===== src/rtl/uart_flag_ctrl_if.sv =====
// Flag/interrupt bundle between the UART engines + CPU side and uart_flag_ctrl.
// master: engines/CPU drive set/clear/enable/ack and observe flags/irq.
// slave: the flag controller itself.
interface uart_flag_ctrl_if #(
  parameter int NUM_FLAGS = 4,
  parameter int VEC_W     = 2
);
  logic [NUM_FLAGS-1:0] set_req;
  logic [NUM_FLAGS-1:0] clr_req;
  logic [NUM_FLAGS-1:0] int_en;
  logic                 irq_ack;
  logic [NUM_FLAGS-1:0] flags;
  logic                 irq;
  logic [VEC_W-1:0]     irq_vec;
  logic [NUM_FLAGS-1:0] ovr;

  modport master (
    output set_req, clr_req, int_en, irq_ack,
    input  flags, irq, irq_vec, ovr
  );

  modport slave (
    input  set_req, clr_req, int_en, irq_ack,
    output flags, irq, irq_vec, ovr
  );
endinterface


===== src/rtl/uart_flag_ctrl.sv =====
// Purpose: UART status flags with round-robin interrupt scheduling; optional overrun via UART_FLAG_OVR_EN.
// Latency: set_req -> flags 1 cycle, -> irq 2 cycles; irq low for one GAP cycle after each service.
// Backpressure: irq held until irq_ack or withdraw; set events never stall and win over clears.
module uart_flag_ctrl #(
  parameter int NUM_FLAGS = 4,
  parameter int VEC_W     = 2
) (
  input  logic           clk,
  input  logic           reset,
  uart_flag_ctrl_if.slave bus
);

  typedef enum logic [1:0] {IDLE, REQ, GAP} state_t;

  state_t               state_q, state_d;
  logic [NUM_FLAGS-1:0] flags_q, flags_d;
  logic [VEC_W-1:0]     rr_q, rr_d;
  logic [VEC_W-1:0]     vec_q, vec_d;
  logic                 irq_q, irq_d;
  logic [NUM_FLAGS-1:0] pend;
  logic [VEC_W-1:0]     pick;
  logic                 found;
  logic                 grant_pend;
  logic                 ack_clr;
  int                   idx;

  assign pend = flags_q & bus.int_en;

  // Round-robin pick: first pending flag scanning from rr upward with wrap.
  always_comb begin
    found = 1'b0;
    pick  = '0;
    idx   = 0;
    for (int i = 0; i < NUM_FLAGS; i++) begin
      idx = int'(rr_q) + i;
      if (idx >= NUM_FLAGS) idx = idx - NUM_FLAGS;
      for (int j = 0; j < NUM_FLAGS; j++) begin
        if (!found && (j == idx) && pend[j]) begin
          found = 1'b1;
          pick  = VEC_W'(j);
        end
      end
    end
  end

  // Is the flag currently being serviced still pending (not cleared or masked)?
  always_comb begin
    grant_pend = 1'b0;
    for (int j = 0; j < NUM_FLAGS; j++) begin
      if (VEC_W'(j) == vec_q) grant_pend = pend[j];
    end
  end

  // Arbiter FSM next-state and registered-output values.
  always_comb begin
    state_d = state_q;
    irq_d   = irq_q;
    vec_d   = vec_q;
    rr_d    = rr_q;
    ack_clr = 1'b0;
    case (state_q)
      IDLE: begin
        irq_d = 1'b0;
        if (found) begin
          irq_d   = 1'b1;
          vec_d   = pick;
          state_d = REQ;
        end
      end
      REQ: begin
        irq_d = 1'b1;
        if (bus.irq_ack) begin
          ack_clr = 1'b1;
          rr_d    = (vec_q == VEC_W'(NUM_FLAGS - 1)) ? '0 : vec_q + VEC_W'(1);
          irq_d   = 1'b0;
          state_d = GAP;
        end else if (!grant_pend) begin
          // Withdraw: the flag went away before the CPU serviced it.
          irq_d   = 1'b0;
          state_d = GAP;
        end
      end
      GAP: begin
        irq_d   = 1'b0;
        state_d = IDLE;
      end
      default: begin
        irq_d   = 1'b0;
        state_d = IDLE;
      end
    endcase
  end

  // Per-flag set/clear; a set in the same cycle as any clear keeps the flag.
  always_comb begin
    flags_d = flags_q;
    for (int i = 0; i < NUM_FLAGS; i++) begin
      if (bus.set_req[i]) begin
        flags_d[i] = 1'b1;
      end else if (bus.clr_req[i] || (ack_clr && (vec_q == VEC_W'(i)))) begin
        flags_d[i] = 1'b0;
      end
    end
  end

  // State, flag and interrupt registers.
  always_ff @(posedge clk or negedge reset) begin
    if (!reset) begin
      state_q <= IDLE;
      flags_q <= '0;
      rr_q    <= '0;
      vec_q   <= '0;
      irq_q   <= 1'b0;
    end else begin
      state_q <= state_d;
      flags_q <= flags_d;
      rr_q    <= rr_d;
      vec_q   <= vec_d;
      irq_q   <= irq_d;
    end
  end

`ifdef UART_FLAG_OVR_EN
  logic [NUM_FLAGS-1:0] ovr_q, ovr_d;

  // Sticky overrun: a set arriving on an already-set flag means an event was lost.
  always_comb begin
    ovr_d = ovr_q;
    for (int i = 0; i < NUM_FLAGS; i++) begin
      if (bus.set_req[i] && flags_q[i]) begin
        ovr_d[i] = 1'b1;
      end else if (bus.clr_req[i] && !bus.set_req[i]) begin
        ovr_d[i] = 1'b0;
      end
    end
  end

  // Overrun registers.
  always_ff @(posedge clk or negedge reset) begin
    if (!reset) begin
      ovr_q <= '0;
    end else begin
      ovr_q <= ovr_d;
    end
  end

  assign bus.ovr = ovr_q;
`else
  assign bus.ovr = '0;
`endif

  assign bus.flags   = flags_q;
  assign bus.irq     = irq_q;
  assign bus.irq_vec = vec_q;

endmodule

===== src/flat_wrapper.sv =====
// flat-port wrapper written by rule: the top's interface ports become plain ports
module uart_flag_ctrl_flat 
#(
  parameter int NUM_FLAGS = 4,
  parameter int VEC_W     = 2
)
  (clk, reset, bus_set_req, bus_clr_req, bus_int_en, bus_irq_ack, bus_flags, bus_irq, bus_irq_vec, bus_ovr);
  uart_flag_ctrl_if #(.NUM_FLAGS(NUM_FLAGS), .VEC_W(VEC_W)) bus_i ();
  input  logic clk;
  input  logic reset;
  input wire logic [$bits(bus_i.set_req)-1:0] bus_set_req;
  input wire logic [$bits(bus_i.clr_req)-1:0] bus_clr_req;
  input wire logic [$bits(bus_i.int_en)-1:0] bus_int_en;
  input wire logic [$bits(bus_i.irq_ack)-1:0] bus_irq_ack;
  output wire logic [$bits(bus_i.flags)-1:0] bus_flags;
  output wire logic [$bits(bus_i.irq)-1:0] bus_irq;
  output wire logic [$bits(bus_i.irq_vec)-1:0] bus_irq_vec;
  output wire logic [$bits(bus_i.ovr)-1:0] bus_ovr;
  assign bus_i.set_req = bus_set_req;
  assign bus_i.clr_req = bus_clr_req;
  assign bus_i.int_en = bus_int_en;
  assign bus_i.irq_ack = bus_irq_ack;
  assign bus_flags = bus_i.flags;
  assign bus_irq = bus_i.irq;
  assign bus_irq_vec = bus_i.irq_vec;
  assign bus_ovr = bus_i.ovr;
  uart_flag_ctrl #(.NUM_FLAGS(NUM_FLAGS), .VEC_W(VEC_W)) u_core (.clk(clk), .reset(reset), .bus(bus_i));
endmodule

===== config.mk =====
export PLATFORM = sky130hd
export DESIGN_NAME = uart_flag_ctrl_flat
export DESIGN_NICKNAME = d
export VERILOG_FILES = /design/src/rtl/uart_flag_ctrl_if.sv /design/src/rtl/uart_flag_ctrl.sv /design/src/flat_wrapper.sv
export SDC_FILE = /design/constraint.sdc
export NUM_CORES = 1
export LEC_CHECK = 0
export BUFFER_PORTS_ARGS = -buffer_cell sky130_fd_sc_hd__buf_2
export CAP_MARGIN = 40
export CORE_UTILIZATION = 50
export CTS_BUF_LIST = sky130_fd_sc_hd__clkbuf_4 sky130_fd_sc_hd__clkbuf_8
export DETAILED_ROUTE_END_ITERATION = 10
export HOLD_SLACK_MARGIN = 0.05
export PLACE_DENSITY_LB_ADDON = 0.15
export SYNTH_ARGS = -nofsm -noshare
export SYNTH_HDL_FRONTEND = slang
export SYNTH_SLANG_ARGS = --single-unit

===== constraint.sdc =====
create_clock -name clk -period 4.4 [get_ports clk]
set_input_delay 0.22 -clock clk [delete_from_list [all_inputs] [get_ports clk]]
set_output_delay 0.22 -clock clk [all_outputs]
set_load 0.005 [all_outputs]

# [After elaboration in Yosys (flattened, before gate mapping)]
# Index checks and enable logic that the tools add are counted.
[totals] output_inout_bits=11 ramBits=0 register_bits=11 mem_bits_ro=0 latch_bits=0 n_memories=0
[op_classes] n_addsub=8 n_mul=0 bitwise_logic=1 n_eq_ne=21 mux=58 div_mod_pow=0 n_shift=0 reduce_logical=67 order_cmp=4
[ops] cell="$eq 3x32->1 const A" n=8
[ops] cell="$eq 2x32->1 const A" n=4
[ops] cell="$logic_not 32->1" n=4
[ops] cell="$mux 32" n=4
[ops] cell="$ge 32x4->1 const B" n=3
[ops] cell="$sub 32x4->32 const B" n=3
[ops] cell="$mux 2" n=18
[ops] cell="$logic_and 1x1->1" n=35
[ops] cell="$mux 1" n=34
[ops] cell="$logic_not 1->1" n=15
[ops] cell="$reduce_bool 2->1" n=4
[ops] cell="$add 2x2->3 const B" n=2
[ops] cell="$reduce_and 2->1" n=3
[ops] cell="$and 4x4->4" n=1
[ops] cell="$eq 2x1->1 const B" n=2
[ops] cell="$eq 2x2->1 const A" n=2
[ops] cell="$eq 2x2->1 const B" n=2
[ops] cell="$logic_not 2->1" n=2
[ops] cell="$logic_or 1x1->1" n=4
[ops] cell="$pmux 2 s2" n=1
[ops] cell="$sub 2x3->4 const B" n=1
[ops] cell="$add 2x1->3 const B" n=1
[ops] cell="$ge 2x3->1 const B" n=1
[ops] cell="$ne 3x3->1 const B" n=1
[ops] cell="4 further kinds" n=4

# [Logic depth before layout (Yosys ltp)]
# Gate-level depths: netlist of run 1.
[logic_depth] depth_word=67 ltp_mapped=6

# [Least setup slack after synthesis of run 1]
# Ideal clock, no wire load.
[synth_timing] kind="reg2reg" startpoint="register u_core.vec_q[1], in the netlist u_core.bus.irq_vec[1]" endpoint="register u_core.state_q[1]" synth_period_minus_slack_ns=1.501 path_buffers=0 t_arrival_ns=1.382 setup_slack_ns=2.899 stages_incl_launch_ff=7 cell_sequence="dfrtp_1 -> inv_1 -> ha_1 -> nand4b_1 -> a221oi_1 -> o211ai_1 -> and2_1"
[synth_via] elab_chain_cells=7
[synth_rtl] element="start, declared" line_no="uart_flag_ctrl.sv:18" source="logic [VEC_W-1:0] vec_q, vec_d;"
[synth_rtl] element="start signal, assigned" line_no="uart_flag_ctrl.sv:118" source="vec_q <= vec_d;"
[synth_rtl] element="$logic_not 2->1" line_no="uart_flag_ctrl.sv:50" source="if (VEC_W'(j) == vec_q) grant_pend = pend[j];"
[synth_rtl] element="$mux 1 (3 in a row)" line_no="uart_flag_ctrl.sv:50"
[synth_rtl] element="$mux 1 (*)" line_no="uart_flag_ctrl.sv:50"
[synth_rtl] element="$ne 3x3->1 (no source line) (*)"
[synth_rtl] element="$reduce_and 2->1 (no source line) (*)"
[synth_rtl] element="end signal, assigned" line_no="uart_flag_ctrl.sv:115" source="state_q <= state_d;"
[synth_rtl] element="end, declared" line_no="uart_flag_ctrl.sv:15" source="state_t state_q, state_d;"
# Mark *: on every way between the ends. The rest lies on a longest branch, timed or not.
# A chain may end at the register's enable or synchronous reset.

# [Worst setup path in the final report of run 1]
# Ends and elaborated chain as after synthesis.

==> results of run 1 <==
[synthesized netlist by cell type, types with 2 or more instances]
cell type	n
dfrtp_1	11
nand2_1	11
inv_1	8
a31o_2	4
buf_4	4
ha_1	4
a21oi_1	3
a211oi_1	2
a22oi_1	2
a2bb2oi_1	2
and2_1	2
and2b_2	2
mux2_2	2
nand3_1	2
o211ai_1	2
[power by group through the flow]
| stage | logic [mW] | clock network (mW) | registers, mW |
|---|---|---|---|
| floorplan | 0.138 | 0 | 0.172 |
| global placement | 0.187 | 0 | 0.177 |
| detailed placement | 0.190 | 0 | 0.180 |
| CTS | 0.193 | 0.0785 | 0.177 |
| global route | 0.216 | 0.0830 | 0.183 |
| finish | 0.195 | 0.0755 | 0.179 |
[final cells by class]
type	count	area [um^2]
tap	15	18.77
sequential	11	275.3
fill	117	464.2
clock buffer	4	30.03
inverter	8	30.03
multi-input combinational	54	367.9
timing repair buffer	22	115.1
[sequential cells by signal, summed over array words and instances, names as in the netlist]
| signal | flops |
|---|---|
| u_core.bus.flags | 4 |
| u_core.bus.irq | 1 |
| u_core.bus.irq_vec | 2 |
| u_core.rr_q | 2 |
| u_core.state_q | 2 |
[metrics by stage]
step,hold slack [ns],util [%],power [mW]
5_1_grt,0.1364,64.33,0.4827
6_report,0.1349,64.33,0.4490
2_1_floorplan,-0.07559,-,0.3097
3_3_place_gp,0.1026,61.25,0.3639
3_5_place_dp,0.1041,61.25,0.3706
4_1_cts,0.1273,64.33,0.4490
[worst max-delay path: stages (launching register included)]
cell,delay [ns]
dfrtp_1,0.40
inv_1,0.11
ha_1,0.23
nand4b_1,0.18
a221oi_1,0.29
o211ai_1,0.17
and2_1,0.18
[metal layers]
metal	up-vias	GRT usage, %	share of wire (%)
met3	4	1.705	4.1
met1	291	30.43	47
met2	21	44.17	48
met4	0	10.34	0.91
met5	-	0	0
li1	309	-	-
[final timing paths]
kind                                             from             endpoint
worst max-delay path            u_core.bus.irq_vec[1]    u_core.state_q[1]
worst min-delay path                   bus_set_req[2]  u_core.bus.flags[2]
worst max register to register  u_core.bus.irq_vec[1]    u_core.state_q[1]
worst min register to register    u_core.bus.flags[2]  u_core.bus.flags[2]
max in group asynchronous                       reset       u_core.rr_q[0]
min in group asynchronous                       reset  u_core.bus.flags[1]
[repair_timing]
action | in CTS | in global routing
hold endpoints to repair | 11 | 0
gates resized for setup | 0 | 0
hold buffers | 1 | 0
[placed cells by master (no fill, tap or decap), types with 2 or more instances in the layout]
| cell | n |
|---|---|
| clkbuf_4 | 4 |
| a31o_2 | 4 |
| a22oi_1 | 2 |
| a2bb2oi_1 | 2 |
| conb_1 | 4 |
| a21oi_1 | 3 |
| ha_1 | 4 |
| a211oi_1 | 2 |
| o211ai_1 | 2 |
| inv_1 | 8 |
| mux2_2 | 2 |
| and2_1 | 2 |
| nand3_1 | 2 |
| dfrtp_1 | 11 |
| buf_2 | 21 |
| nand2_1 | 11 |
| and2b_2 | 2 |
[logic make-up (layout without fill, tap and decap cells)]
group	count (synthesis)	in the layout
AO/OA/AOI/OAI	22	22
AND/OR/NAND/NOR	22	22
buffers and inverters	13	34
flip-flops	11	11
adder cells (fa/ha/maj)	4	4
multiplexers	2	2
other	1	4
==> results.sh, run 1 <==
export IMPL_status="finished clean"
export IMPL_tns_ns=0
export IMPL_min_path_type="input pin to flip-flop"
export IMPL_rsz0062_at_grt="false"
export IMPL_synth_top_family_by_area="compound AO/OA/AOI/OAI gates"
export IMPL_instances_no_fill=114
export IMPL_area_delta_synth_final_pct=20.11
export IMPL_drt_iter0_markers=16
export IMPL_die_y_um=39.34
export IMPL_die_area_mm2=0.001547
export IMPL_yosys_area_share_simple_pct=16.52
export IMPL_avgSynthCellArea_um2=9.292
export IMPL_routed_wl_um=1544
export IMPL_h_tree_depth=1
export IMPL_internal_power_mw=0.2760
export IMPL_coreArea_mm2=0.001301
export IMPL_rrSetupSlack_ns=2.74
export IMPL_numPortBuffers=21
export IMPL_period_needed_ns=1.662
export IMPL_syn_area_um2=696.9
export IMPL_grt_pass1_wl_um=2477
export IMPL_boundaryPins=26
export IMPL_rows=13
export IMPL_setup_viol=0
export IMPL_track_usage_pct=24.76
export IMPL_numCtsBuffers=3
export IMPL_maxCapViolCount=0
export IMPL_p_per_area_mw_per_mm2=536.4
export IMPL_clkPwrFrac_pct=16.8
export IMPL_yosys_most_used_dff="dfrtp_1"
export IMPL_cp_max_fo=4
export IMPL_worst_slack_ns=2.738
export IMPL_p_leak_nw=0.4275
export IMPL_synth_async_sr_flop_share_pct=100.0
export IMPL_synth_top_area_share_pct=39.50
export IMPL_vias=625
export IMPL_ys_types=29
export IMPL_worst_setup_path_type="flip-flop to flip-flop"
export IMPL_drtAntennaViolNets=0
export IMPL_grt_max_degree=12
export IMPL_critPathRequiredTime_ns=4.56
export IMPL_gp_congestion=0.8293
export IMPL_switchingPower_mw=0.1730
export IMPL_fin_skew_ns=0.006165
export IMPL_cts_setup_buffers=0
export IMPL_cts_reportedPaths_clkPinSlew_ns=0.07
export IMPL_muxShareOfSynthArea_pct=3.232
export IMPL_clock_latency_ns=0.27
export IMPL_viasPerCell=5.482
export IMPL_place_inst=109
export IMPL_synth_area_leader_cell="dfrtp_1"
export IMPL_grt_pass1_vias=592
export IMPL_crit_path_end_kind="flip-flop"
export IMPL_arrival_ns=1.82
export IMPL_die_w_um=39.34
export IMPL_synth_compound_gate_area_share_pct=23.70
export IMPL_wl_per_cell_um=13.54
export IMPL_gr_total_overflow=0
export IMPL_hold_violations=0
export IMPL_switching_share_pct=38.52
export IMPL_clock_sinks=11
export IMPL_comb_power_share_pct=43.4
export IMPL_cts_tree="yes"
export IMPL_synthXorXnorAreaFrac_pct=0
export IMPL_ys_warnings_count=0
export IMPL_synth_area_leaders="dfrtp_1, ha_1, nand2_1"
export IMPL_synth_adder_area_share_pct=7.181
export IMPL_ir_drop_v=0.0002776
export IMPL_fin_crit_sh_pct=37.77
export IMPL_initial_core_util_pct=53.56
export IMPL_drive_gt1_share_pct=33.33
export IMPL_root_buffer="clkbuf_4"
export IMPL_finalInstanceArea_um2=837.1
export IMPL_holdPathStages=2
export IMPL_syn_instance_count=75
export IMPL_power_frac_seq_pct=39.8
export IMPL_antenna_found_initial=0
export IMPL_final_max_slew_viol_count=0
export IMPL_cts_buffer_depth=2
export IMPL_placed_cell_area_um2=797.0
export IMPL_hpwl_um=1167
export IMPL_ys_ff_latch=11
export IMPL_ys_seq_area_share_pct=39.50
export IMPL_drc=0
export IMPL_nNetsFinal=119
export IMPL_pre_cts_ws_ns=2.772
export IMPL_drt_pass1_iterations=6
export IMPL_fmax_mhz=601.8
export IMPL_synth_edf_count=0
export IMPL_start_kind="flip-flop"
export IMPL_r2r_cells=6
export IMPL_n_antenna_cell=0
Note: power is estimated with default switching activity, not from simulation.
==> inputs of run 2 (changes only) <==
--- a/config.mk
+++ b/config.mk
@@ -5,6 +5,7 @@
 export SDC_FILE = /design/constraint.sdc
 export NUM_CORES = 1
 export LEC_CHECK = 0
+export ABC_AREA = 1
 export BUFFER_PORTS_ARGS = -buffer_cell sky130_fd_sc_hd__buf_2
 export CAP_MARGIN = 40
 export CORE_UTILIZATION = 50
==> constraint.sdc (replaced) <==
create_clock -name clk -period 1.6 [get_ports clk]
set_input_delay 0.08 -clock clk [delete_from_list [all_inputs] [get_ports clk]]
set_output_delay 0.08 -clock clk [all_outputs]
set_load 0.005 [all_outputs]
==> run 2 against run 1 <==
The run now ends with negative setup slack left. Routed wire length grew 56%. Clock-buffer cell count is the same. Largest cell class unchanged. Critical endpoint is now u_core.bus.irq_vec[1]. Via count grew 56%. Worst setup slack lost 3.0 ns. Core utilization grew 20 points. Global-route usage grew 1.4 points. Design area grew 59%. Worst hold slack lost 0.042 ns. Synthesized cell count grew 63%.
==> results.sh, run 2 <==
export IMPL_viasPerCell=5.089
export IMPL_ir_drop_v=0.001136
export IMPL_p_per_area_mw_per_mm2=1528
export IMPL_start_kind="flip-flop"
export IMPL_crit_path_end_kind="flip-flop"
export IMPL_synth_top_family_by_area="simple AND/OR/NAND/NOR gates"
export IMPL_failed_checks="negative setup slack"
export IMPL_setup_viol=4
export IMPL_largest_reg_flops=4
export IMPL_vias=977
export IMPL_ys_warnings_count=0
export IMPL_gr_total_overflow=0
export IMPL_maxCapViolCount=0
export IMPL_synth_edf_count=0
export IMPL_pre_cts_ws_ns=-0.1936
export IMPL_grt_pass1_vias=930
export IMPL_rows=14
export IMPL_coreArea_mm2=0.001577
export IMPL_syn_instance_count=122
export IMPL_drc=0
export IMPL_gp_congestion=0.7952
export IMPL_grt_max_degree=12
export IMPL_worst_setup_path_type="flip-flop to flip-flop"
export IMPL_clock_latency_ns=0.27
export IMPL_drtAntennaViolNets=0
export IMPL_synthXorXnorAreaFrac_pct=0
export IMPL_n_antenna_cell=0
export IMPL_h_tree_depth=1
export IMPL_fin_util_pct=84.21
export IMPL_fin_skew_ns=0.002092
export IMPL_initial_core_util_pct=56.11
export IMPL_critPathRequiredTime_ns=1.80
export IMPL_comb_power_share_pct=66.3
export IMPL_clock_sinks=11
export IMPL_die_w_um=44.06
export IMPL_fmax_mhz=543.9
export IMPL_arrival_ns=2.04
export IMPL_worst_hold_slack_ns=0.09305
export IMPL_cp_max_fo=6
export IMPL_synth_area_leaders="dfrtp_1, nand2_1, inv_1"
export IMPL_synth_adder_area_share_pct=5.658
export IMPL_yosys_area_share_simple_pct=36.92
export IMPL_cts_tree="yes"
export IMPL_synth_compound_gate_area_share_pct=12.45
export IMPL_status="finished, violations left"
export IMPL_clkPwrFrac_pct=10.2
export IMPL_ys_seq_area_share_pct=31.12
export IMPL_muxShareOfSynthArea_pct=0
export IMPL_power_frac_seq_pct=23.5
export IMPL_ys_types=24
export IMPL_boundaryPins=26
export IMPL_rsz0062_at_grt="true"
export IMPL_rrSetupSlack_ns=-0.24
export IMPL_nNetsFinal=196
export IMPL_final_common_cell="buf_4"
export IMPL_yosysMostFrequentCell="nand2_1"
export IMPL_switching_share_pct=45.80
export IMPL_die_area_mm2=0.001941
export IMPL_placed_cell_area_mm2=0.001134
export IMPL_min_path_type="input pin to flip-flop"
export IMPL_drt_iter0_markers=12
export IMPL_numPortBuffers=21
export IMPL_synth_commonest_cells="nand2_1, inv_1, nor2_1, dfrtp_1, o21ai_0"
export IMPL_internal_power_mw=1.099
export IMPL_antenna_found_initial=0
export IMPL_grt_pass1_wl_um=3774
export IMPL_cts_reportedPaths_clkPinSlew_ns=0.07
export IMPL_fin_crit_sh_pct=114.9
export IMPL_layout_common_cells="buf_4, buf_2, nand2_1, inv_1, nor2_1"
export IMPL_p_leak_nw=0.7020
export IMPL_synth_area_leader_cell="dfrtp_1"
export IMPL_drive_gt1_share_pct=50.00
export IMPL_wl_per_cell_um=12.55
export IMPL_switchingPower_mw=0.9289
export IMPL_worst_slack_ns=-0.2386
export IMPL_routed_wl_um=2410
export IMPL_die_y_um=44.06
export IMPL_synth_async_sr_flop_share_pct=100.0
export IMPL_drt_pass1_iterations=4
export IMPL_root_buffer="clkbuf_4"
export IMPL_avgSynthCellArea_um2=7.251
export IMPL_cts_buffer_depth=2
export IMPL_numCtsBuffers=3
export IMPL_ys_ff_latch=11
export IMPL_hpwl_um=1605
export IMPL_synth_top_area_share_pct=31.12
export IMPL_hold_violations=0
export IMPL_period_needed_ns=1.839
export IMPL_yosys_most_used_dff="dfrtp_1"
export IMPL_track_usage_pct=26.20
export IMPL_area_delta_synth_final_pct=50.07
export IMPL_final_max_slew_viol_count=0
export IMPL_syn_area_um2=884.6
export IMPL_finalInstanceArea_mm2=0.001328
[run 2: path summary, 6_finish.rpt]
path / depth (start not counted) / to / from
max: 14 / u_core.bus.irq_vec[1] / u_core.rr_q[0]
min: 3 / u_core.state_q[1] / bus_irq_ack
max reg2reg: 14 / u_core.bus.irq_vec[1] / u_core.rr_q[0]
min reg2reg: 3 / u_core.state_q[1] / u_core.state_q[1]
max in group asynchronous: 2 / u_core.rr_q[0] / reset
min in group asynchronous: 2 / u_core.bus.flags[3] / reset
[run 2: repair_timing]
item,in CTS,in global routing
setup endpoints to repair,4,5
buffers inserted,2,4
hold buffers,5,0
gates resized for setup,5,15
endpoints found under the hold margin,15,0
pin swaps,2,10
[run 2: worst max-delay path, cell delays in order, from the launching register on]
cell and delay [ns]:
dfrtp_2 0.41, inv_2 0.07, nand2_4 0.08, nor2_4 0.04
nor2_4 0.13, nand4_4 0.12, nor2_4 0.20, nand3_2 0.12
nor2_4 0.14, buf_4 0.12, buf_4 0.08, nor3_1 0.04
nand2_1 0.07, nor2_2 0.04, a21oi_2 0.10
[run 2: metrics by stage]
stage	power (mW)	setup TNS, ns	cells
after floorplan	1.181	-0.2802	125
final	2.028	-0.8917	192
after global routing	2.176	-1.282	192
after CTS	1.823	-0.5641	188
after detailed placement	1.543	-0.7507	177
after global placement	1.514	-0.5243	177
[run 2: kinds of logic after synthesis]
family | count (synthesis)
simple gates | 65
buf+inv | 24
compound gates | 17
flops | 11
fa+ha+maj | 4
other cells | 1
[run 2: layout make-up]
cell class                      instances  area, um^2
Sequential cell                        11       277.8
Tap cell                               16       20.02
Clock buffer                            4       30.03
Inverter                               20       88.84
Multi-Input combinational cell         90       568.0
Fill cell                              91       249.0
Timing Repair Buffer                   51       342.8
[run 2: layer usage]
metal  track usage (%)  up-vias  wire length (um)
met3             1.224       10                59
met5                 0        -                 0
met1             31.40      452               990
met4             14.55        0                73
li1                  -      489                 -
met2             46.76       26              1286
[run 2: power groups by stage]
stage	registers, mW	logic (mW)	clock network, mW
4_1_cts	0.463	1.15	0.213
6_report	0.476	1.35	0.207
3_3_place_gp	0.454	1.06	0
5_1_grt	0.487	1.47	0.216
2_1_floorplan	0.460	0.721	0
3_5_place_dp	0.461	1.08	0
==> inputs of run 3 (changes only) <==
==> constraint.sdc (replaced) <==
create_clock -name clk -period 1.74 [get_ports clk]
set_input_delay 0.087 -clock clk [delete_from_list [all_inputs] [get_ports clk]]
set_output_delay 0.087 -clock clk [all_outputs]
set_load 0.005 [all_outputs]
==> run 3 against run 2 <==
The run still ends with negative setup slack left. Worst setup slack gained 0.12 ns. Global-route usage rose by 1.6 points. Via count down 3.3%. Routed wire length decreased by 0.33%. Largest cell class unchanged. Highest routed layer unchanged.
==> results.sh, run 3 (same netlist as run 2, synthesis figures left out) <==
export IMPL_fin_crit_sh_pct=107.0
export IMPL_worst_setup_path_type="flip-flop to flip-flop"
export IMPL_slowest_stage="dfrtp_2"
export IMPL_arrival_ns=2.02
export IMPL_antenna_found_initial=0
export IMPL_pre_cts_ws_ns=-0.07329
export IMPL_rsz0062_at_grt="true"
export IMPL_cts_reportedPaths_clkPinSlew_ns=0.08
export IMPL_multi_input_area_um2=548.0
export IMPL_drc=0
export IMPL_hpwl_um=1694
export IMPL_drive_gt1_share_pct=43.64
export IMPL_h_tree_depth=1
export IMPL_die_y_um=44.06
export IMPL_layout_common_cells="buf_2, nand2_1, inv_1, buf_4, nor2_1"
export IMPL_setup_viol=4
export IMPL_coreArea_mm2=0.001577
export IMPL_track_usage_pct=27.84
export IMPL_nNetsFinal=185
export IMPL_vias=945
export IMPL_numPortBuffers=21
export IMPL_wl_per_cell_um=13.27
export IMPL_gr_total_overflow=0
export IMPL_die_w_um=44.06
export IMPL_drt_pass1_iterations=4
export IMPL_failed_checks="negative setup slack"
export IMPL_p_leak_nw=0.6458
export IMPL_cts_buffer_depth=2
export IMPL_fin_util_pct=77.46
export IMPL_grt_pass1_wl_um=3933
export IMPL_start_kind="flip-flop"
export IMPL_viasPerCell=5.221
export IMPL_grt_max_degree=12
export IMPL_seq_area_um2=276.5
export IMPL_initial_core_util_pct=56.11
export IMPL_gp_congestion=0.9029
export IMPL_boundaryPins=26
export IMPL_final_max_slew_viol_count=0
export IMPL_clock_sinks=11
export IMPL_filler_cell_count=128
export IMPL_maxCapViolCount=0
export IMPL_cp_max_fo=5
export IMPL_routed_wl_um=2402
export IMPL_hold_violations=0
export IMPL_fmax_mhz=537.1
export IMPL_final_common_cell="buf_2"
export IMPL_critPathRequiredTime_ns=1.90
export IMPL_drtAntennaViolNets=0
export IMPL_p_per_area_mw_per_mm2=1388
export IMPL_worst_hold_slack_ns=0.1062
export IMPL_fin_skew_ns=0.006039
export IMPL_ir_drop_v=0.0009203
export IMPL_crit_chain="inv_2, nand2_1, inv_2, nand2_2, nand4_4, nor2_4, nand3_2, nor2_2, nand3_2, nor2_2, nand3_2, nand2_4, a21oi_2"
export IMPL_min_path_type="input pin to flip-flop"
export IMPL_critical_path_max_stage_delay_ns=0.44
export IMPL_clock_latency_ns=0.27
export IMPL_period_needed_ns=1.862
export IMPL_root_buffer="clkbuf_4"
export IMPL_drt_iter0_markers=16
export IMPL_cts_tree="yes"
export IMPL_status="finished, violations left"
export IMPL_crit_path_end_kind="flip-flop"
export IMPL_numCtsBuffers=3
export IMPL_largest_reg_flops=4
export IMPL_area_delta_synth_final_pct=38.05
export IMPL_n_antenna_cell=0
export IMPL_grt_pass1_vias=927
export IMPL_cp_common_cell="nand3_2"
export IMPL_rows=14
export IMPL_worst_slack_ns=-0.1220
export IMPL_die_area_mm2=0.001941
run 3: final cells by class:
type                            instances  share of cell area, %
Timing Repair Buffer                   40                  21.31
Multi-Input combinational cell         90                  44.88
Clock inverter                          1                 0.4098
Clock buffer                            3                  1.844
Tap cell                               16                  1.639
Sequential cell                        11                  22.64
Inverter                               20                  7.275
run 3: what timing repair did:
| item | in CTS | in global routing |
|---|---|---|
| hold buffers | 5 | 0 |
| setup buffers | 2 | 2 |
| setup endpoints to repair | 4 | 4 |
| pin swaps | 4 | 7 |
| gates resized for setup | 4 | 9 |
| hold endpoints to repair | 15 | 0 |
run 3: worst paths after layout:
kind / startpoint / end / slack [ns] / cells past startpoint
max: u_core.rr_q[1] / u_core.bus.irq_vec[1] / -0.12 / 13
min: bus_irq_ack / u_core.state_q[1] / 0.11 / 3
max reg2reg: u_core.rr_q[1] / u_core.bus.irq_vec[1] / -0.12 / 13
min reg2reg: u_core.bus.flags[3] / u_core.bus.flags[3] / 0.57 / 1
max in group asynchronous: reset / u_core.rr_q[1] / 1.30 / 2
min in group asynchronous: reset / u_core.bus.flags[2] / 0.22 / 2
run 3: per-stage QoR:
step / instances / power, mW / setup TNS [ns] / area [um^2]
detailed placement: 168 / 1.369 / -0.2675 / 1066
floorplan: 125 / 1.082 / 0 / 895.9
global route: 181 / 1.846 / -0.8343 / 1221
finish: 181 / 1.694 / -0.4672 / 1221
CTS: 179 / 1.580 / -0.2703 / 1169
global placement: 168 / 1.345 / -0.004462 / 1066
run 3: metal layers:
layer	GRT usage, %	wire length (um)	vias up
li1	-	-	472
met2	50.00	1282	26
met1	34.04	983	439
met5	0	0	-
met4	12.12	73	0
met3	2.041	63	8
run 3: worst max-delay path, delay by kind of cell, from the launching register on:
kind | cells | cell delay [ns]
compound gates | 1 | 0.06
flops | 1 | 0.44
buf+inv | 2 | 0.13
simple gates | 10 | 1.12
run 3: power breakdown:
part	switching, mW	internal [mW]
registers	0.0901	0.349
clock network	0.0905	0.0851
logic	0.622	0.458
total	0.803	0.891
